<file path="config.mk">
export PLATFORM = sky130hd
export DESIGN_NAME = semaforo_input_conditioner
export DESIGN_NICKNAME = d
export VERILOG_FILES = /design/src/rtl/semaforo_pkg.sv /design/src/rtl/debounce_channel.sv /design/src/rtl/semaforo_input_conditioner.sv
export SDC_FILE = /design/constraint.sdc
export NUM_CORES = 1
export LEC_CHECK = 0
export CORE_MARGIN = 2
export CORE_UTILIZATION = 55
export CTS_CLUSTER_DIAMETER = 40
export DETAILED_ROUTE_END_ITERATION = 12
export GPL_ROUTABILITY_DRIVEN = 1
export HOLD_SLACK_MARGIN = 0.12
export PLACE_DENSITY_LB_ADDON = 0.2
export SLEW_MARGIN = 20
export SYNTH_ARGS = -nofsm -noshare
export SYNTH_HDL_FRONTEND = slang
export SYNTH_HIERARCHICAL = 1
export SYNTH_SLANG_ARGS = --single-unit
</file>
<file path="constraint.sdc">
create_clock -name clklf -period 5.7 [get_ports clklf]
set_input_delay 0.57 -clock clklf [delete_from_list [all_inputs] [get_ports clklf]]
set_output_delay 0.57 -clock clklf [all_outputs]
set_load 0.01 [all_outputs]
</file>
<file path="src/rtl/semaforo_pkg.sv">
// rtl/semaforo_pkg.sv - shared state encodings and clklf-derived tick defaults
package semaforo_pkg;

  typedef enum logic [1:0] {
    ST_IDLE         = 2'd0,
    ST_PRESS_WAIT   = 2'd1,
    ST_PRESSED      = 2'd2,
    ST_RELEASE_WAIT = 2'd3
  } chan_state_t;

  localparam int CLKLF_HZ      = 10000;
  localparam int DEBOUNCE_MS   = 20;
  localparam int LONG_PRESS_MS = 2000;

  localparam int DEF_DEBOUNCE_TICKS   = CLKLF_HZ / 1000 * DEBOUNCE_MS;
  localparam int DEF_LONG_PRESS_TICKS = CLKLF_HZ / 1000 * LONG_PRESS_MS;
  localparam int DEF_CNT_W            = 16;

endpackage

</file>
<file path="src/rtl/debounce_channel.sv">
// rtl/debounce_channel.sv - one button: 2-flop synchronizer, debounce FSM, hold counter
module debounce_channel
  import semaforo_pkg::*;
#(
  parameter int DEBOUNCE_TICKS   = DEF_DEBOUNCE_TICKS,
  parameter int LONG_PRESS_TICKS = DEF_LONG_PRESS_TICKS,
  parameter int CNT_W            = DEF_CNT_W
) (
  input  logic clklf,
  input  logic reset,
  input  logic raw,
  output logic level,
  output logic press_evt,
  output logic long_evt
);

  localparam logic [CNT_W-1:0] DB_LAST   = CNT_W'(DEBOUNCE_TICKS - 1);
  localparam logic [CNT_W-1:0] HOLD_MAX  = CNT_W'(LONG_PRESS_TICKS);
  localparam logic [CNT_W-1:0] HOLD_LAST = CNT_W'(LONG_PRESS_TICKS - 1);

  logic             s1, s2;
  chan_state_t      state, state_nxt;
  logic [CNT_W-1:0] db_cnt, db_cnt_nxt;
  logic [CNT_W-1:0] hold_cnt, hold_cnt_nxt;
  logic             level_nxt;

  always_ff @(posedge clklf or posedge reset) begin
    if (reset) begin
      s1 <= 1'b0;
      s2 <= 1'b0;
    end else begin
      s1 <= raw;
      s2 <= s1;
    end
  end

  always_ff @(posedge clklf or posedge reset) begin
    if (reset) begin
      state    <= ST_IDLE;
      db_cnt   <= '0;
      hold_cnt <= '0;
      level    <= 1'b0;
    end else begin
      state    <= state_nxt;
      db_cnt   <= db_cnt_nxt;
      hold_cnt <= hold_cnt_nxt;
      level    <= level_nxt;
    end
  end

  // Hold count survives a release bounce so a re-press never re-arms the long pulse.
  always_comb begin
    state_nxt    = state;
    db_cnt_nxt   = db_cnt;
    hold_cnt_nxt = hold_cnt;
    level_nxt    = level;
    case (state)
      ST_IDLE: begin
        if (s2) begin
          state_nxt  = ST_PRESS_WAIT;
          db_cnt_nxt = '0;
        end
      end
      ST_PRESS_WAIT: begin
        if (!s2) begin
          state_nxt  = ST_IDLE;
          db_cnt_nxt = '0;
        end else if (db_cnt == DB_LAST) begin
          state_nxt    = ST_PRESSED;
          level_nxt    = 1'b1;
          hold_cnt_nxt = '0;
        end else begin
          db_cnt_nxt = db_cnt + CNT_W'(1);
        end
      end
      ST_PRESSED: begin
        if (!s2) begin
          state_nxt  = ST_RELEASE_WAIT;
          db_cnt_nxt = '0;
        end else if (hold_cnt < HOLD_MAX) begin
          hold_cnt_nxt = hold_cnt + CNT_W'(1);
        end
      end
      ST_RELEASE_WAIT: begin
        if (s2) begin
          state_nxt = ST_PRESSED;
        end else if (db_cnt == DB_LAST) begin
          state_nxt = ST_IDLE;
          level_nxt = 1'b0;
        end else begin
          db_cnt_nxt = db_cnt + CNT_W'(1);
        end
      end
      default: state_nxt = ST_IDLE;
    endcase
  end

  always_comb begin
    press_evt = (state == ST_PRESS_WAIT) && s2 && (db_cnt == DB_LAST);
    long_evt  = (state == ST_PRESSED) && s2 && (hold_cnt == HOLD_LAST);
  end

endmodule

</file>
<file path="src/rtl/semaforo_input_conditioner.sv">
// rtl/semaforo_input_conditioner.sv - set/change button conditioning with en gating and set priority
module semaforo_input_conditioner
  import semaforo_pkg::*;
#(
  parameter int DEBOUNCE_TICKS   = DEF_DEBOUNCE_TICKS,
  parameter int LONG_PRESS_TICKS = DEF_LONG_PRESS_TICKS,
  parameter int CNT_W            = DEF_CNT_W
) (
  input  logic clklf,
  input  logic reset,
  input  logic en,
  input  logic set_raw,
  input  logic change_raw,
  output logic set_pulse,
  output logic change_pulse,
  output logic set_long,
  output logic change_long,
  output logic set_level,
  output logic change_level
);

  logic set_press, set_hold;
  logic change_press, change_hold;

  debounce_channel #(
    .DEBOUNCE_TICKS  (DEBOUNCE_TICKS),
    .LONG_PRESS_TICKS(LONG_PRESS_TICKS),
    .CNT_W           (CNT_W)
  ) u_set (
    .clklf    (clklf),
    .reset    (reset),
    .raw      (set_raw),
    .level    (set_level),
    .press_evt(set_press),
    .long_evt (set_hold)
  );

  debounce_channel #(
    .DEBOUNCE_TICKS  (DEBOUNCE_TICKS),
    .LONG_PRESS_TICKS(LONG_PRESS_TICKS),
    .CNT_W           (CNT_W)
  ) u_change (
    .clklf    (clklf),
    .reset    (reset),
    .raw      (change_raw),
    .level    (change_level),
    .press_evt(change_press),
    .long_evt (change_hold)
  );

  // A change press landing on the same edge as a set press is dropped, not deferred.
  always_ff @(posedge clklf or posedge reset) begin
    if (reset) begin
      set_pulse    <= 1'b0;
      change_pulse <= 1'b0;
      set_long     <= 1'b0;
      change_long  <= 1'b0;
    end else begin
      set_pulse    <= en & set_press;
      change_pulse <= en & change_press & ~set_press;
      set_long     <= en & set_hold;
      change_long  <= en & change_hold;
    end
  end

endmodule

</file>
Word-level counts from Yosys, hierarchy flattened --
Cells that the tools add are included.
Storage, ports and cells: register bits after elaboration 78, bits of input ports 5, output and inout port bits 6, logic and storage cells 126
Cells by class: add/subtract/negate cells 4, order comparisons 2, eq/ne operators 30, multiplexer cells 46, bitwise gates (word level) 6, reduce and logical (&&, ||, !) cells 22
Operator list (count):
- $mux W16 | 18
- $pmux W16 S4 | 2
- $add A16 B1 Y16 const B | 4
- $pmux W16 S2 | 2
- $eq A16 B15 Y1 const B | 2
- $eq A16 B8 Y1 const B | 2
- $lt A16 B15 Y1 const B | 2
- $mux W2 | 12
- $ne A2 B1 Y1 const B | 12
- $reduce_and A5 Y1 | 4
- $pmux W2 S4 | 2
- $eq A2 B2 Y1 const B | 4
- $logic_and A1 B1 Y1 | 8
- $mux W1 | 8
- $ne A2 B2 Y1 const B | 4
- $reduce_and A4 Y1 | 2
- $reduce_bool A2 Y1 | 4
- $ne A3 B1 Y1 const B | 2
- $ne A3 B3 Y1 const B | 2
- $reduce_and A3 Y1 | 2
- $and A1 B1 Y1 | 5
- $eq A2 B1 Y1 const B | 2
- $logic_not A2 Y1 | 2
- $pmux W1 S2 | 2
- $not A1 Y1 | 1

Logic depth before layout (Yosys ltp) --
depth after elaboration 5, depth in mapped cells 8, depth with buffers taken out 6

Cells and area by module --
The synthesis kept the hierarchy.
By module, submodules not included:
- debounce_channel (u_set) | times used 1, cells an instance 244, area an instance 2284.7 sq um, sequential area each 925.9 sq um
- debounce_channel (u_change) | times used 1, cells an instance 215, area an instance 2020.7 sq um, sequential area each 925.9 sq um
- semaforo_input_conditioner | times used 1, cells an instance 9, area an instance 135.1 sq um, sequential area each 100.1 sq um

Least setup slack after synthesis --
No wires, ideal clock.
path type flip-flop to flip-flop, start register u_set.db_cnt[10], end register u_set.hold_cnt[5], setup time 140 ps, arrival time 1948 ps, required time 5560 ps, slack 3612 ps, stages on the path, launching flop included 7, path buffers 1, period minus slack after synthesis 2088 ps, path through dfrtp_1 -> or4_4 -> nor4_4 -> and3_4 -> or2_4 -> buf_12 -> a31oi_4
On the way: longest elaborated chain between the ends 3
RTL lines:
- from (decl) | RTL line debounce_channel.sv:23 | logic [CNT_W-1:0] db_cnt, db_cnt_nxt;
- from (signal assigned) | RTL line debounce_channel.sv:45 | db_cnt <= db_cnt_nxt;
- $eq A16 B8 Y1 | RTL line debounce_channel.sv:68 | end else if (db_cnt == DB_LAST) begin
- $ne A2 B1 Y1 (no line)
- $reduce_and A5 Y1 (no line)
- to (signal assigned) | RTL line debounce_channel.sv:46 | hold_cnt <= hold_cnt_nxt;
- to (decl) | RTL line debounce_channel.sv:24 | logic [CNT_W-1:0] hold_cnt, hold_cnt_nxt;
Every way passes these cells. A chain may end at the register's enable or synchronous reset.

Worst setup path in the final report --
start register u_set.hold_cnt[8], end register u_set.hold_cnt[10]
On the way: longest elaborated chain between the ends 4, elaborated cells on any way between the ends 7, those cells by class add/sub (1); order compare (1); eq/ne (1); mux (3); reduce/logical (1)
RTL lines:
- $add A16 B1 Y16 | RTL line debounce_channel.sv:81 | hold_cnt_nxt = hold_cnt + CNT_W'(1);
- $mux W16 | RTL line debounce_channel.sv:80 | end else if (hold_cnt < HOLD_MAX) begin
- $mux W16 | RTL line debounce_channel.sv:77 | if (!s2) begin
- $pmux W16 S2 | RTL line debounce_channel.sv:57 | case (state)
Parallel ways exist; a longest one is shown, timed or not. The select of a mux whose other input is x is not followed.

==> flow_summary.yaml <==
synthesis:
  synth_seq_cells: 78
  synthArstFlopShare: 1.00
  synth_warnings: 6
  yosys.cell_count.top_type: "dfrtp_1"
  synthCells: 468
  synthFlopType: "dfrtp_1"
  netlist_area_mm2: 0.00444
  synth_nets: 477
  synth_area_leaders: "dfrtp_1 44%, a31oi_4 4.3%, nor2_1 4.1%"
  postSynthAreaPerCell_um2: 9.49
  netlist_top_cells_count: "78 x dfrtp_1, 49 x nor2_1, 42 x nand2_1"
  synth_largest_area_cell: "dfrtp_1"
  synth_edf_count: 0
  yosys.cell_types.count: 65
  synth_seq_area_share: 0.440
  synth_top_area_frac: 0.440
detailed_routing:
  first_iter_violations: 156
  via_per_inst: 6.12
  antenna_left: 0
  wl_mm: 8.99
  vias: 3539
  firstDrtPassIters: 4
  wl_per_cell_um: 15.6
  drc_errors: 0
die:
  start_util: 0.572
  ios: 11
  die_area_mm2: 0.00881
  die_h_um: 93.9
  chipWidth_um: 93.9
  core_area_mm2: 0.00777
  rows: 32
pwr:
  p_leak_uw: 0.00193
  powerDensity_mw_per_mm2: 217
  ir_worst_vdd_mv: 0.110
timing:
  skew_ns: 0.00986
  fin_setup_tns_ns: 0
  worst_slew_pin_slew_ns: 0.993
  fin_crit_sh: 0.426
  finalCriticalPeriod_ns: 2.43
  hold_viol: 0
  setup_slack_ns: 3.27
  setup_viol: 0
  final-max-slew-violation-count: 0
  rsz0062_at_grt: "no"
  relSlewSlack: 0.332
  fmax_ghz: 0.412
clocking:
  cts_made_buffers: 9
  cts_max_path_buffers: 2
  post_cts_buffers: 0
  post_cts_resized: 0
  clk_latency_ns: 0.35
  htree_levels: 3
  cts_root_buf: "clkbuf_8"
  cts_tree: "yes"
  postCtsHoldBufs: 0
  numClockSinks: 78
  clkSlewWorstSetupHoldPaths_ns: 0.09
placement:
  gp_congestion: 0.897
  pre_cts_ws_ns: 3.30
  port_buffers: 10
  dp_hpwl_mm: 6.11
critical_path:
  worstSetupPathType: "flip-flop to flip-flop"
  start_kind: "flip-flop"
  endpoint_kind: "flip-flop"
  cp.arrival_ns: 2.65
  cp_max_fo: 17
  crit_required_ns: 5.92
run_status:
  status: "completed"
final_layout:
  areaGrowthSynthToFinish_pct: 7.35
  diodes: 0
  drive_gt1_frac: 0.111
  fill_cells: 645
  num-nets-final: 480
global_routing:
  overflow: 0
  grt_max_degree: 38
  grt_pass1_wl_mm: 15.9
  grt_usage: 0.226
  grt_antenna_before_repair: 0
  grt_pass1_vias: 3374
job:
  cap_violations: 0
worst_hold_path:
  min_path_type: "flip-flop to flip-flop"
-- power breakdown --
| part | switching, uW | total, uW | leakage [uW] | internal (uW) |
|---|---|---|---|---|
| Sequential | 10.6 | 570 | 0.00107 | 559 |
| Combinational | 29.5 | 45.2 | 0.000769 | 15.7 |
| Clock | 214 | 419 | 0.0000895 | 205 |
| Total | 254 | 1030 | 0.00193 | 781 |
-- metal layers --
layer  global-route usage  part of all wire  wire, um  up-vias
met4               0.0700             0.011        99        0
met3               0.0498             0.039       351       12
met1                0.318              0.47      4270     1716
met2                0.349              0.48      4270       85
met5                    0                 0         0        -
li1                     -                 -         -     1726
-- kinds of logic (layout without fill, tap and decap cells) --
| family | count (synthesis) | in the layout | share of synthesized area |
|---|---|---|---|
| AO/OA/AOI/OAI | 101 | 101 | 0.172 |
| multiplexers | 6 | 6 | 0.0147 |
| flip-flops | 78 | 78 | 0.440 |
| buffers and inverters | 33 | 41 | 0.0375 |
| XOR/XNOR | 25 | 25 | 0.0493 |
| adder cells (fa/ha/maj) | 4 | 4 | 0.0113 |
| AND/OR/NAND/NOR | 221 | 221 | 0.276 |
-- cell type report --
class	count	area [um^2]	share of cell area
multi-input combinational	357	2320	0.487
sequential	78	1950	0.409
clock buffer	10	128	0.0268
tap	102	128	0.0268
timing repair buffer	13	123	0.0257
clock inverter	6	70.1	0.0147
inverter	12	45.0	0.00945
-- flip-flops by register name, summed over array words and instances (netlist names), named ones only --
register,cells
u_set/s2,1
change_pulse,1
u_change/state,1
u_change/level,1
set_long,1
u_set/level,1
u_set/state,1
u_set/hold_cnt,16
u_change/s1,1
u_change/s2,1
change_long,1
set_pulse,1
u_change/hold_cnt,16
u_set/db_cnt,16
u_set/s1,1
u_change/db_cnt,16
-- critical path: stages, from the launching register on --
cell and delay [ns]:
dfrtp_1 0.47, or4_1 0.55, o2111ai_1 0.10, and4_1 0.61
or2_4 0.44, a31oi_1 0.13
-- stage by stage --
| step | area, um^2 | instances | hold WS, ns | power, uW | utilization |
|---|---|---|---|---|---|
| 2_1_floorplan | 4440 | 468 | 0.331 | 611 | - |
| 3_3_place_gp | 4570 | 562 | 0.335 | 625 | 0.588 |
| 3_5_place_dp | 4570 | 562 | 0.336 | 627 | 0.588 |
| 4_1_cts | 4770 | 578 | 0.356 | 1050 | 0.614 |
| 5_1_grt | 4770 | 578 | 0.359 | 1090 | 0.614 |
| 6_report | 4770 | 578 | 0.354 | 1030 | 0.614 |
-- cells in the final DEF, fill, tap and decap left out, types with 6 or more instances in the layout --
cell	synthesis	routed
a21oi_1	23	23
a31oi_1	16	16
a31oi_4	9	9
a41oi_1	6	6
and3_1	13	13
clkbuf_8	0	9
clkdlybuf4s50_1	0	10
dfrtp_1	78	78
inv_1	12	12
nand2_1	42	42
nand3_1	27	27
nand4_1	12	12
nor2_1	49	49
nor3_1	14	14
nor4_1	10	10
o21ai_0	25	25
or3_1	6	6
xnor2_1	13	13
xor2_1	12	12
-- final timing paths --
kind	from	to	depth (start not counted)	slack (ns)
setup / recovery	u_set/hold_cnt[8]	u_set/hold_cnt[10]	5	3.27
hold / removal	u_change/s1	u_change/s2	0	0.35
setup reg to reg	u_set/hold_cnt[8]	u_set/hold_cnt[10]	5	3.27
hold reg to reg	u_change/s1	u_change/s2	0	0.35
max in group asynchronous	reset	u_change/hold_cnt[15]	3	4.36
min in group asynchronous	reset	change_long	2	0.50
No activity file was read; power rests on OpenSTA's default activity.
